$ cat config.mk
export PLATFORM = sky130hd
export DESIGN_NAME = uart_rx_flat
export DESIGN_NICKNAME = d
export VERILOG_FILES = /design/src/rtl/uart_rx_if.sv /design/src/rtl/uart_rx.sv /design/src/flat_wrapper.sv
export SDC_FILE = /design/constraint.sdc
export NUM_CORES = 1
export LEC_CHECK = 0
export ABC_AREA = 1
export CAP_MARGIN = 20
export CELL_PAD_IN_SITES_DETAIL_PLACEMENT = 1
export CELL_PAD_IN_SITES_GLOBAL_PLACEMENT = 2
export CORE_ASPECT_RATIO = 1.2
export CORE_MARGIN = 5
export CORE_UTILIZATION = 32
export CTS_CLUSTER_DIAMETER = 50
export DETAILED_ROUTE_END_ITERATION = 6
export GPL_ROUTABILITY_DRIVEN = 0
export PLACE_DENSITY = 0.81
export SLEW_MARGIN = 20
export SYNTH_ARGS = -nofsm -noshare
export SYNTH_HDL_FRONTEND = slang
export SYNTH_SLANG_ARGS = --single-unit
export TNS_END_PERCENT = 50
$ cat constraint.sdc
create_clock -name clk -period 2 [get_ports clk]
set_clock_uncertainty 0.2 [all_clocks]
set_input_delay 0.2 -clock clk [delete_from_list [all_inputs] [get_ports clk]]
set_output_delay 0.2 -clock clk [all_outputs]
set_load 0.01 [all_outputs]
$ cat src/rtl/uart_rx_if.sv
// rtl/uart_rx_if.sv - serial line, frame options and received-word outputs of the UART receiver
interface uart_rx_if #(
    parameter int DATA_WIDTH = 8
);
    logic                  RX_IN;
    logic                  PAR_EN;
    logic                  PAR_TYP;
    logic [DATA_WIDTH-1:0] P_DATA;
    logic                  data_valid;
    logic                  par_err;
    logic                  stp_err;

    modport master (
        output RX_IN, PAR_EN, PAR_TYP,
        input  P_DATA, data_valid, par_err, stp_err
    );

    modport slave (
        input  RX_IN, PAR_EN, PAR_TYP,
        output P_DATA, data_valid, par_err, stp_err
    );
endinterface

$ cat src/rtl/uart_rx.sv
// rtl/uart_rx.sv - oversampling UART receiver with majority-vote bit sampling and optional parity
module uart_rx #(
    parameter int OVERSAMPLE = 8,
    parameter int DATA_WIDTH = 8
) (
    input  logic       clk,
    input  logic       rst,
    uart_rx_if.slave   bus
);
    localparam int EW = $clog2(OVERSAMPLE);
    localparam int BW = (DATA_WIDTH > 1) ? $clog2(DATA_WIDTH) : 1;
    localparam logic [EW-1:0] MID_LO   = EW'(OVERSAMPLE / 2 - 1);
    localparam logic [EW-1:0] MID      = EW'(OVERSAMPLE / 2);
    localparam logic [EW-1:0] MID_HI   = EW'(OVERSAMPLE / 2 + 1);
    localparam logic [EW-1:0] LAST     = EW'(OVERSAMPLE - 1);
    localparam logic [BW-1:0] BIT_LAST = BW'(DATA_WIDTH - 1);

    typedef enum logic [2:0] {IDLE, START, DATA, PARITY, STOP} state_t;

    state_t                state, state_nxt;
    logic                  rx_meta, rx_s;
    logic [EW-1:0]         edge_cnt;
    logic [BW-1:0]         bit_cnt;
    logic [DATA_WIDTH-1:0] shift_reg, p_data_q;
    logic [DATA_WIDTH:0]   shift_in;
    logic                  samp_lo, samp_mid, maj;
    logic                  par_en_l, par_typ_l, par_acc, par_pend, stop_bit;
    logic                  dv_q, pe_q, se_q;
    logic                  dv_nxt, pe_nxt, se_nxt;
    logic                  bit_wrap, at_vote;

    assign maj      = (samp_lo & samp_mid) | (samp_lo & rx_s) | (samp_mid & rx_s);
    assign bit_wrap = (edge_cnt == LAST);
    assign at_vote  = (edge_cnt == MID_HI);
    assign shift_in = {maj, shift_reg};

    assign bus.P_DATA     = p_data_q;
    assign bus.data_valid = dv_q;
    assign bus.par_err    = pe_q;
    assign bus.stp_err    = se_q;

    always_ff @(posedge clk) begin
        if (rst) begin
            rx_meta <= 1'b1;
            rx_s    <= 1'b1;
        end else begin
            rx_meta <= bus.RX_IN;
            rx_s    <= rx_meta;
        end
    end

    always_ff @(posedge clk) begin
        if (rst) state <= IDLE;
        else     state <= state_nxt;
    end

    // The detecting IDLE cycle is sample 0 of the start bit, so a frame
    // streamed back-to-back is picked up in the flag cycle itself.
    always_comb begin
        state_nxt = state;
        case (state)
            IDLE:    if (!rx_s) state_nxt = START;
            START: begin
                if (at_vote && maj) state_nxt = IDLE;
                else if (bit_wrap)  state_nxt = DATA;
            end
            DATA:    if (bit_wrap && bit_cnt == BIT_LAST) state_nxt = par_en_l ? PARITY : STOP;
            PARITY:  if (bit_wrap) state_nxt = STOP;
            STOP:    if (bit_wrap) state_nxt = IDLE;
            default: state_nxt = IDLE;
        endcase
    end

    always_comb begin
        dv_nxt = 1'b0;
        pe_nxt = 1'b0;
        se_nxt = 1'b0;
        if (state == STOP && bit_wrap) begin
            if (!stop_bit)     se_nxt = 1'b1;
            else if (par_pend) pe_nxt = 1'b1;
            else               dv_nxt = 1'b1;
        end
    end

    always_ff @(posedge clk) begin
        if (rst) begin
            edge_cnt  <= '0;
            bit_cnt   <= '0;
            shift_reg <= '0;
            p_data_q  <= '0;
            dv_q      <= 1'b0;
            pe_q      <= 1'b0;
            se_q      <= 1'b0;
            samp_lo   <= 1'b1;
            samp_mid  <= 1'b1;
            par_en_l  <= 1'b0;
            par_typ_l <= 1'b0;
            par_acc   <= 1'b0;
            par_pend  <= 1'b0;
            stop_bit  <= 1'b1;
        end else begin
            dv_q <= dv_nxt;
            pe_q <= pe_nxt;
            se_q <= se_nxt;
            if (dv_nxt) p_data_q <= shift_reg;

            edge_cnt <= (state_nxt == IDLE) ? '0 : edge_cnt + EW'(1);

            if (edge_cnt == MID_LO) samp_lo  <= rx_s;
            if (edge_cnt == MID)    samp_mid <= rx_s;

            if (state == IDLE && !rx_s) begin
                par_en_l  <= bus.PAR_EN;
                par_typ_l <= bus.PAR_TYP;
                par_acc   <= 1'b0;
                par_pend  <= 1'b0;
            end

            if (at_vote) begin
                case (state)
                    DATA: begin
                        shift_reg <= shift_in[DATA_WIDTH:1];
                        par_acc   <= par_acc ^ maj;
                    end
                    PARITY:  par_pend <= ((par_acc ^ maj) != par_typ_l);
                    STOP:    stop_bit <= maj;
                    default: ;
                endcase
            end

            if (state != DATA)
                bit_cnt <= '0;
            else if (bit_wrap)
                bit_cnt <= (bit_cnt == BIT_LAST) ? '0 : bit_cnt + BW'(1);
        end
    end
endmodule

$ cat src/flat_wrapper.sv
// flat-port wrapper written by rule: the top's interface ports become plain ports
module uart_rx_flat 
#(
    parameter int OVERSAMPLE = 8,
    parameter int DATA_WIDTH = 8
)
  (clk, rst, bus_RX_IN, bus_PAR_EN, bus_PAR_TYP, bus_P_DATA, bus_data_valid, bus_par_err, bus_stp_err);
  uart_rx_if #(.DATA_WIDTH(DATA_WIDTH)) bus_i ();
  input  logic clk;
  input  logic rst;
  input wire logic [$bits(bus_i.RX_IN)-1:0] bus_RX_IN;
  input wire logic [$bits(bus_i.PAR_EN)-1:0] bus_PAR_EN;
  input wire logic [$bits(bus_i.PAR_TYP)-1:0] bus_PAR_TYP;
  output wire logic [$bits(bus_i.P_DATA)-1:0] bus_P_DATA;
  output wire logic [$bits(bus_i.data_valid)-1:0] bus_data_valid;
  output wire logic [$bits(bus_i.par_err)-1:0] bus_par_err;
  output wire logic [$bits(bus_i.stp_err)-1:0] bus_stp_err;
  assign bus_i.RX_IN = bus_RX_IN;
  assign bus_i.PAR_EN = bus_PAR_EN;
  assign bus_i.PAR_TYP = bus_PAR_TYP;
  assign bus_P_DATA = bus_i.P_DATA;
  assign bus_data_valid = bus_i.data_valid;
  assign bus_par_err = bus_i.par_err;
  assign bus_stp_err = bus_i.stp_err;
  uart_rx #(.OVERSAMPLE(OVERSAMPLE), .DATA_WIDTH(DATA_WIDTH)) u_core (.clk(clk), .rst(rst), .bus(bus_i));
endmodule
==> summary.txt <==
Run status
  – Outcome: completed

Layout
  – Area Overhead vs Synth: 21.0%
  – Nets@finish: 241
  – Final design utilization: 39.6%
  – Share of cells above drive strength 1: 12.3%
  – Layout fillers: 595
  – N_diodes: 0

Die
  – I/O pins: 16
  – Site Rows: 28
  – Initial Util: roughly a third
  – Die width: 74.4 µm
  – Die ar.: around 0.0065 mm²
  – Core Box Area: 0.00487 mm²
  – Die Y: 87.3 µm

Drt
  – Vias per Instance: 4.63
  – Detailed Route WL: about 3.4 mm
  – Detailed-route wire length per cell: 11.9 µm
  – DR pass1 iterations: 4
  – DRT antenna net count: 0
  – DRC Markers: 0
  – First DRT Iteration DRCs: between 40 and 50
  – Vias post-DR: roughly 1,300

Logic synthesis
  – Syn_nets: between 200 and 250
  – Post-synth top area share: 46.5%
  – Synth cell types: 27
  – Register area share after synthesis: ~46%
  – Synth area leader: dfxtp_1
  – Synth warnings: 0
  – Post-Synthesis Cell Area: 0.00159 mm²
  – Ranking of synthesized cells by area: dfxtp_1, nor2_1, nand2_1
  – Post-Syn Instances: 207
  – Yosys reg bits: 37
  – Avg Inst Size Synth: 7.70 µm²

Clock network
  – CTS tree: built
  – Clk Latency, worst-skew pair: 0.28 ns
  – H-Tree Depth: 2
  – Clk root buf: clkbuf_8
  – Cts bufs inserted: 5
  – Hold_buf cts: 0
  – Clk sinks: 37
  – Worst-path clk slew: ~0.070 ns
  – Postcts setup bufs: 0
  – Clk buf depth: 2

Global route
  – Initial antenna violation count: 0
  – Grt ovf: 0
  – Vias in the first global route: 1,379
  – Largest net degree at the start of global routing: 18
  – First-pass GRT wire length: 6.09 mm
  – GRT Overall Usage: 12.1%

Min path
  – Hold depth: 1
  – Hold_sp: u_core.rx_meta$_SDFF_PP1_
  – Class of the worst hold path: flip-flop to flip-flop
  – Hold EP: u_core.rx_s$_SDFF_PP1_

Job
  – Max_cap viols: 0

Critical path
  – Crit path from: u_core.edge_cnt[0]$_SDFF_PP0_
  – Worst Path Max Fanout: 4
  – FF-to-FF path depth: 11
  – Arrival time worst endpoint: about 1.8 ns
  – FF-to-FF setup slack: 0.16 ns
  – Reg-to-Reg End: u_core.edge_cnt[2]$_SDFF_PP0_
  – Worst Path Class, Setup: flip-flop to flip-flop
  – CP startpoint kind: flip-flop
  – Crit end category: flip-flop
  – FF-to-FF Start: u_core.edge_cnt[0]$_SDFF_PP0_
  – Req. time, crit path: 1.99 ns

STA
  – Fin crit share: 92.2%
  – Peak Freq: 543 MHz
  – Minimum clock period after layout: 1.84 ns
  – Final Hold Fails: 0
  – Setup Viol. Count Final: 0
  – Fin Hold WS: ~0.22 ns
  – Setup TNS: 0 ns
  – Max-slew violations: 0
  – Slew @ Worst Pin: between 0.3 and 0.4 ns
  – Slew HR: between 70% and 80%

Placed design
  – Port buffer count: 15
  – Post-DP HPWL: 2.64 mm

Power
  – PwrDens: slightly below 700 mW/mm²
  – Leak pwr: 0.000872 µW
  – VDD IR-drop max: 348 µV
kinds of logic (layout without fill, tap and decap cells):
group / Yosys count / count (layout) / share of synthesized area (%)
buffers and inverters: 32 / 53 / 7.93
flip-flops: 37 / 37 / 46.5
AND/OR/NAND/NOR: 99 / 99 / 28.9
AO/OA/AOI/OAI: 31 / 31 / 10.4
adder cells (fa/ha/maj): 8 / 8 / 6.28
critical path, cell delays in order, from the launching register on:
cell     delay (ns)
dfxtp_1        0.36
ha_1           0.22
ha_2           0.26
inv_1          0.10
nand2_1        0.07
nor2_1         0.06
nor2_2         0.10
nand3_1        0.08
nand2_1        0.10
nand3_2        0.10
nand2_1        0.07
inv_1          0.03
Yosys cell counts, drive strengths merged:
| cell type | count |
|---|---|
| o211ai | 1 |
| nor3 | 2 |
| inv | 28 |
| o22ai | 1 |
| or2 | 2 |
| a21oi | 7 |
| clkinv | 1 |
| o21ai | 21 |
| nand2 | 33 |
| dfxtp | 37 |
| nor4 | 1 |
| clkbuf | 1 |
| buf | 2 |
| nand3 | 12 |
| ha | 8 |
| nor2 | 48 |
| a211oi | 1 |
| nand4 | 1 |
power by group:
group	switching [µW]	total (µW)	internal, µW
registers	6.46	749	743
clock network	261	534	272
logic	27.7	50.4	22.7
total	296	1330	1040
stage by stage:
step | cells | cell area [µm²] | worst slack, ns | power [µW]
after CTS | 288 | 1920 | 0.0803 | 1370
after global placement | 281 | 1830 | 0.112 | 818
after floorplan | 207 | 1590 | 0.325 | 794
after global routing | 288 | 1930 | -0.0184 | 1400
after detailed placement | 281 | 1830 | 0.0921 | 818
final | 288 | 1930 | 0.157 | 1330
worst max path at each step:
stage          slack, ns                             to  cells past startpoint
3_3_place_gp        0.11  u_core.edge_cnt[1]$_SDFF_PP0_                     11
2_1_floorplan       0.32  u_core.edge_cnt[1]$_SDFF_PP0_                     11
3_5_place_dp        0.09  u_core.edge_cnt[2]$_SDFF_PP0_                     11
4_1_cts             0.08  u_core.edge_cnt[2]$_SDFF_PP0_                     11
5_1_grt            -0.02  u_core.edge_cnt[1]$_SDFF_PP0_                     11
6_report            0.16  u_core.edge_cnt[2]$_SDFF_PP0_                     11
area by class of cell:
cell class	instances	area, µm²	share of cell area [%]
clock buffer	6	82.6	4.28
clock inverter	1	7.51	0.389
inverter	29	113	5.84
multi-input combinational	138	732	38.0
sequential	37	741	38.4
tap	60	75.1	3.89
timing repair buffer	17	178	9.21
what timing repair did:
action | 4_1_cts | 5_1_grt
gates resized for setup | 0 | 2
endpoints found under the setup margin | 0 | 3
hold endpoints to repair | 0 | 0
metal layers:
layer	track usage, %	vias up	share of wire [%]
met1	14.7	625	48
li1	-	689	-
met5	0	-	0
met3	3.00	4	3.0
met4	4.37	0	1.2
met2	20.4	16	48
placed cells by master (no fill, tap or decap), types with 3 or more instances in the layout:
master           instances
nor2_1                  42
dfxtp_1                 37
nand2_1                 31
inv_1                   25
o21ai_0                 19
clkdlybuf4s50_1         15
nand3_1                 10
a21oi_1                  7
ha_1                     6
clkbuf_8                 6
nor2_2                   3
Power figures use the tool's default switching activity.
